$ cat src/rtl/mux_lu_pkg.sv
// Shared types and constants for the mux-only logic unit (mux_logic_unit).
// Optional macro MUX_LU_ZERO_FLAG_EN is consumed by the top, not here.
package mux_lu_pkg;

    typedef enum logic [2:0] {
        OP_AND    = 3'd0,
        OP_OR     = 3'd1,
        OP_XOR    = 3'd2,
        OP_NAND   = 3'd3,
        OP_NOR    = 3'd4,
        OP_XNOR   = 3'd5,
        OP_PASS_A = 3'd6,
        OP_NOT_A  = 3'd7
    } op_e;

    typedef enum logic [0:0] {
        ST_IDLE = 1'b0,
        ST_ACC  = 1'b1
    } state_e;

    // Number of opcode functions feeding the final select tree.
    localparam int unsigned FN_NUM = 8;
    localparam int unsigned OP_W   = 3;

endpackage

$ cat src/rtl/mux2_cell.sv
// Bitwise 2:1 multiplexer cell: each result bit picks d1 or d0 by its own sel bit.
module mux2_cell #(
    parameter int WIDTH = 8
) (
    input  logic [WIDTH-1:0] sel,
    input  logic [WIDTH-1:0] d1,
    input  logic [WIDTH-1:0] d0,
    output logic [WIDTH-1:0] y
);

    for (genvar i = 0; i < WIDTH; i++) begin : g_bit
        assign y[i] = sel[i] ? d1[i] : d0[i];
    end

endmodule

$ cat src/rtl/mux_logic_unit.sv
// Registered bitwise logic unit built from mux2_cell; folds accumulate bursts.
// Optional build macro MUX_LU_ZERO_FLAG_EN adds the registered out_zero port.
module mux_logic_unit
    import mux_lu_pkg::*;
#(
    parameter int WIDTH     = 8,
    parameter int MAX_BEATS = 16,
    parameter int CNT_W     = $clog2(MAX_BEATS + 1)
) (
    input  logic             clk,
    input  logic             rst,
    input  logic             in_valid,
    output logic             in_ready,
    input  logic [WIDTH-1:0] in_a,
    input  logic [WIDTH-1:0] in_b,
    input  logic [2:0]       in_op,
    input  logic             in_acc,
    input  logic             in_last,
    output logic             out_valid,
    input  logic             out_ready,
    output logic [WIDTH-1:0] out_y,
    output logic [CNT_W-1:0] out_count,
`ifdef MUX_LU_ZERO_FLAG_EN
    output logic             out_zero,
`endif
    output logic             dbg_state
);

    localparam logic [WIDTH-1:0] ZEROS = '0;
    localparam logic [WIDTH-1:0] ONES  = '1;

    state_e           state;
    op_e              op_l;
    logic [WIDTH-1:0] acc;
    logic [CNT_W-1:0] cnt;
    logic [CNT_W-1:0] cnt_next;

    logic                          accept;
    logic [WIDTH-1:0]              opa;
    logic [WIDTH-1:0]              opb;
    logic [WIDTH-1:0]              nb;
    logic [OP_W-1:0]               fsel;
    logic [FN_NUM-1:0][WIDTH-1:0]  fn;
    logic [3:0][WIDTH-1:0]         lvl0;
    logic [1:0][WIDTH-1:0]         lvl1;
    logic [WIDTH-1:0]              fy;
    logic                          load_out;
    logic [CNT_W-1:0]              load_cnt;

    // Handshake: a beat transfers on in_valid && in_ready, a result on
    // out_valid && out_ready; in_ready only depends on the output slot
    // freeing up this cycle, so it holds in both IDLE and ACC.
    assign in_ready  = !out_valid || out_ready;
    assign accept    = in_valid && in_ready;
    assign dbg_state = state;
    assign cnt_next  = cnt + CNT_W'(1);

    // Inside a burst the running accumulator takes operand A's place.
    assign opa  = (state == ST_ACC) ? acc  : in_a;
    assign opb  = (state == ST_ACC) ? in_a : in_b;
    assign fsel = (state == ST_ACC) ? op_l : in_op;

    mux2_cell #(.WIDTH(WIDTH)) u_nb   (.sel(opb), .d1(ZEROS), .d0(ONES),  .y(nb));
    mux2_cell #(.WIDTH(WIDTH)) u_and  (.sel(opa), .d1(opb),   .d0(ZEROS), .y(fn[0]));
    mux2_cell #(.WIDTH(WIDTH)) u_or   (.sel(opa), .d1(ONES),  .d0(opb),   .y(fn[1]));
    mux2_cell #(.WIDTH(WIDTH)) u_xor  (.sel(opa), .d1(nb),    .d0(opb),   .y(fn[2]));
    mux2_cell #(.WIDTH(WIDTH)) u_nand (.sel(opa), .d1(nb),    .d0(ONES),  .y(fn[3]));
    mux2_cell #(.WIDTH(WIDTH)) u_nor  (.sel(opa), .d1(ZEROS), .d0(nb),    .y(fn[4]));
    mux2_cell #(.WIDTH(WIDTH)) u_xnor (.sel(opa), .d1(opb),   .d0(nb),    .y(fn[5]));
    mux2_cell #(.WIDTH(WIDTH)) u_pass (.sel(opa), .d1(ONES),  .d0(ZEROS), .y(fn[6]));
    mux2_cell #(.WIDTH(WIDTH)) u_nota (.sel(opa), .d1(ZEROS), .d0(ONES),  .y(fn[7]));

    // Opcode select as a three-level binary mux tree, LSB first.
    for (genvar i = 0; i < 4; i++) begin : g_lvl0
        mux2_cell #(.WIDTH(WIDTH)) u_m (
            .sel({WIDTH{fsel[0]}}), .d1(fn[2*i+1]), .d0(fn[2*i]), .y(lvl0[i])
        );
    end
    for (genvar i = 0; i < 2; i++) begin : g_lvl1
        mux2_cell #(.WIDTH(WIDTH)) u_m (
            .sel({WIDTH{fsel[1]}}), .d1(lvl0[2*i+1]), .d0(lvl0[2*i]), .y(lvl1[i])
        );
    end
    mux2_cell #(.WIDTH(WIDTH)) u_top (
        .sel({WIDTH{fsel[2]}}), .d1(lvl1[1]), .d0(lvl1[0]), .y(fy)
    );

    always_comb begin
        load_out = 1'b0;
        load_cnt = CNT_W'(1);
        if (accept) begin
            if (state == ST_IDLE) begin
                load_out = !in_acc || in_last || (MAX_BEATS == 1);
            end else begin
                load_out = in_last || (cnt_next == CNT_W'(MAX_BEATS));
                load_cnt = cnt_next;
            end
        end
    end

    always_ff @(posedge clk or posedge rst) begin
        if (rst) begin
            state     <= ST_IDLE;
            op_l      <= OP_AND;
            acc       <= '0;
            cnt       <= '0;
            out_valid <= 1'b0;
            out_y     <= '0;
            out_count <= '0;
`ifdef MUX_LU_ZERO_FLAG_EN
            out_zero  <= 1'b0;
`endif
        end else begin
            if (out_valid && out_ready) begin
                out_valid <= 1'b0;
            end
            if (load_out) begin
                out_y     <= fy;
                out_count <= load_cnt;
                out_valid <= 1'b1;
                state     <= ST_IDLE;
`ifdef MUX_LU_ZERO_FLAG_EN
                out_zero  <= (fy == ZEROS);
`endif
            end else if (accept) begin
                acc <= fy;
                if (state == ST_IDLE) begin
                    op_l  <= op_e'(in_op);
                    cnt   <= CNT_W'(1);
                    state <= ST_ACC;
                end else begin
                    cnt <= cnt_next;
                end
            end
        end
    end

endmodule

$ cat config.mk
export PLATFORM = sky130hd
export DESIGN_NAME = mux_logic_unit
export DESIGN_NICKNAME = d
export VERILOG_FILES = /design/src/rtl/mux_lu_pkg.sv /design/src/rtl/mux2_cell.sv /design/src/rtl/mux_logic_unit.sv
export SDC_FILE = /design/constraint.sdc
export NUM_CORES = 1
export LEC_CHECK = 0
export ABC_CLOCK_PERIOD_IN_PS = 2050
export BUFFER_PORTS_ARGS = -buffer_cell sky130_fd_sc_hd__buf_2
export CAP_MARGIN = 5
export CORE_MARGIN = 8
export CORE_UTILIZATION = 23
export DETAILED_ROUTE_END_ITERATION = 8
export PLACE_DENSITY_LB_ADDON = 0.1
export SYNTH_ARGS = -nofsm -noshare
export SYNTH_HDL_FRONTEND = slang
export SYNTH_SLANG_ARGS = --single-unit
$ cat constraint.sdc
create_clock -name clk -period 2.05 [get_ports clk]
set_input_delay 0.1025 -clock clk [delete_from_list [all_inputs] [get_ports clk]]
set_output_delay 0.1025 -clock clk [all_outputs]
set_load 0.03 [all_outputs]
==> impl_results.md <==
* Outcome: finished, violations left
* Violations in the final reports: negative setup slack
* Port-buffer cells at 40
* Total non-filler cell area in the finished layout at 4000 um^2
* Floorplan Core Area at approximately 11000 um^2
* Clock latency of the later-clocked register in the worst-skew pair at around 0.28 ns
* Final weighted congestion in routability-driven placement at 0.745
* Fraction of registers with async set/reset at 1.00
* Worst Min Path Start: out_ready
* Initial antenna violation count at 0
* Global-route wire length before repair at 14000 um
* Hold/Removal Path Class: input pin to flop
* Detailed-route vias per instance at between 4 and 5
* CP max stage delay at 0.47 ns
* Tmin final at 2.07 ns
* Data arrival at the endpoint of the critical path at 2.22 ns
* Share of post-route cells with drive strength above 1 at 0.410
* Area share of fa/ha/maj cells after synthesis at 0.115
* Num rows at 39
* Area post-placement at 3320 um^2
* Xor/xnor cell area share of the yosys netlist at 0.0322
* First drt pass iteration count at 4
* Period utilisation layout at 1.01
* Buffers and inverters on the worst path at 2
* CP required at 2.20 ns
* Warnings from Yosys at 0
* Setup repair after global routing missed its margin: true
* Synth unique cells at 47
* Vias at 2480
* Gate count of the mapped netlist at 309
* Clock sink count at 31
* Net count, final at 437
* Antenna Cells at 0
* Cell count of the worst hold path at 3
* Mux cell area share after synthesis at 0.126
* # IOs at just over 40
* CTS tree: yes
* Count of pins over their slew limit at 0
* Seq/Total Area, Yosys at 0.285
* Area of the die at 15600 um^2
* Detailed-route DRC error count at 0
* Max Fanout on Critical Path at 6
* Number of DRC markers in iteration 0 at 108
* Post-synthesis register bit count at 31
* DR WL/cell at ~16 um
* Minimum hold slack at between 0.1 and 0.15 ns
* Post-synthesis average cell area at 8.80 um^2
* Longest Clk Path Bufs at 2
* Total CTS buffers at 5
* Number of endpoints with negative hold slack in the final report at 0
* Final cell utilization of the core at 0.348
* Synth Area in Compound Gates at 0.191
* ANT nets after route at 0
* Gr ovfl total at 0
* Area grow syn2layout at 46.9%
* Number of global-route vias before repair at 2616
* Max frequency at 483 MHz
* Die boundary height at 125 um
* Crit Path Class: flop to flop
* Worst reg2reg startpoint: dbg_state
* Commonest cells after routing, fill and taps aside: buf_2 (40), nand2_1 (33), buf_4 (31)
* Slowest stage cell on the critical path: dfrtp_2
* Critical Path Sink Type: flop
* Worst path cell trace: buf_12, buf_6, mux2i_4, ha_4, nand2_1, a22oi_2, nand3_1, a31oi_2, a21oi_1
* Worst reg2reg path endpoint: acc[7]
* Slew at the pin closest to its max-slew limit at 0.800 ns
* Simple-Gate Fraction of Synth Area at 0.155
* Pin count of the biggest net entering global routing at 32
* Peak ir drop on the vdd network at between 0.4 and 0.5 mV
* Kind of launch point of the worst setup path: flop
* Combinational family with the most area after synthesis: compound AO/OA/AOI/OAI gates
* Dominant synthesized flop cell: dfrtp_1
* Slew headroom at 0.467
* Finish-stage setup viols at 3
* P_leak at roughly 1.7 nW
* Endpoint of the worst hold-timing path: out_valid
* Total track usage at 0.108
* Max_cap viols at 0
* Number of nets in the synthesized netlist at 359
* Number of synthesized flops with an enable pin at 0
* Clock transition at the registers of the reported paths at 0.06 ns
* DP HPWL at 6060 um
* Overall die width at between 100 and 150 um
* Clock Root Buffer: clkbuf_16
* R2r worst-path depth at 9
* Total routed wirelength at 8500 um
* Worst path setup slack after routing at -0.0188 ns
* Most common library cell in the layout ignoring fill and taps: buf_2
* Category of cells accounting for the largest share of critical-path delay: compound AO/OA/AOI/OAI gates
* Initial core utilization at 0.237
* Mapped cell area at about 2700 um^2
* Worst clock skew at 0.00891 ns
* H-tree level count at 2
* Power per cell area at 1340 nW/um^2
* Worst setup slack for register-to-register paths at -0.02 ns
Yosys cell counts, drive strengths merged (2+ instances only):
cell type,n,area share
o21ai,20,0.037
buf,16,0.051
a32oi,2,0.012
a22oi,8,0.022
nand3,12,0.022
nor3,3,0.0074
a31oi,9,0.021
nor2b,3,0.0069
o22ai,9,0.021
xnor2,9,0.029
mux2i,25,0.12
inv,31,0.043
a21oi,13,0.025
ha,25,0.11
nand2,36,0.050
nor2,31,0.046
o21bai,2,0.0069
o221ai,8,0.028
dfrtp,31,0.29
o31ai,2,0.0055
routing by layer:
| layer | routed length (um) | global-route usage | vias up |
|---|---|---|---|
| li1 | - | - | 1235 |
| met3 | 268 | 0.0191 | 11 |
| met5 | 0 | 0 | - |
| met1 | 4130 | 0.143 | 1184 |
| met4 | 97 | 0.0276 | 0 |
| met2 | 4000 | 0.177 | 50 |
worst max-delay path by stage:
stage	start	end	slack (ns)	cells after the start
2_1_floorplan	dbg_state	acc[1]	-0.01	10
3_3_place_gp	dbg_state	acc[3]	-0.12	7
3_5_place_dp	dbg_state	acc[3]	-0.19	7
4_1_cts	dbg_state	acc[1]	-0.02	9
5_1_grt	dbg_state	acc[7]	-0.15	9
6_report	dbg_state	acc[7]	-0.02	9
flip-flops by register name, indices dropped and copies added (netlist names):
| register | count |
|---|---|
| out_y | 8 |
| out_count | 5 |
| op_l | 3 |
| cnt | 5 |
| out_valid | 1 |
| dbg_state | 1 |
| acc | 8 |
what timing repair did:
item,CTS,global route
resized for setup,31,33
hold buffers,1,0
setup buffers,7,7
cloned,1,1
hold endpoints to repair,31,0
setup endpoints to repair,14,21
pin swaps,14,27
cell families (layout without fill, tap and decap cells):
kind of cell / count (synthesis) / after routing
AO/OA/AOI/OAI: 77 / 77
XOR/XNOR: 10 / 10
adder cells (fa/ha/maj): 25 / 25
buffers and inverters: 48 / 127
flip-flops: 31 / 31
multiplexers: 26 / 26
AND/OR/NAND/NOR: 92 / 92
worst register-to-register path, stage by stage (launching register included):
cell     delay, ns
dfrtp_2       0.47
buf_12        0.18
buf_6         0.11
mux2i_4       0.26
ha_4          0.17
nand2_1       0.06
a22oi_2       0.22
nand3_1       0.12
a31oi_2       0.27
a21oi_1       0.09
cell type report:
type	count	area (um^2)
inverters	31	116
clock buffers	8	156
fillers	1173	7470
flip-flops and latches	31	777
multi-input cells	230	2040
repair buffers	88	724
well taps	143	179
metrics by stage:
stage | cells | total power [mW] | setup TNS (ns) | worst slack (ns)
after global routing | 531 | 5.83 | -1.52 | -0.146
final | 531 | 5.37 | -0.0372 | -0.0188
after floorplan | 309 | 3.16 | -0.0589 | -0.0142
after CTS | 524 | 5.13 | -0.0664 | -0.0200
after global placement | 507 | 4.02 | -1.01 | -0.117
after detailed placement | 507 | 4.02 | -1.48 | -0.189
power breakdown:
part | switching (mW) | internal [mW] | total, mW
registers | 0.283 | 0.889 | 1.17
logic | 1.82 | 1.59 | 3.40
clock network | 0.277 | 0.517 | 0.795
total | 2.38 | 2.99 | 5.37
(Power assumes the default switching activity.)
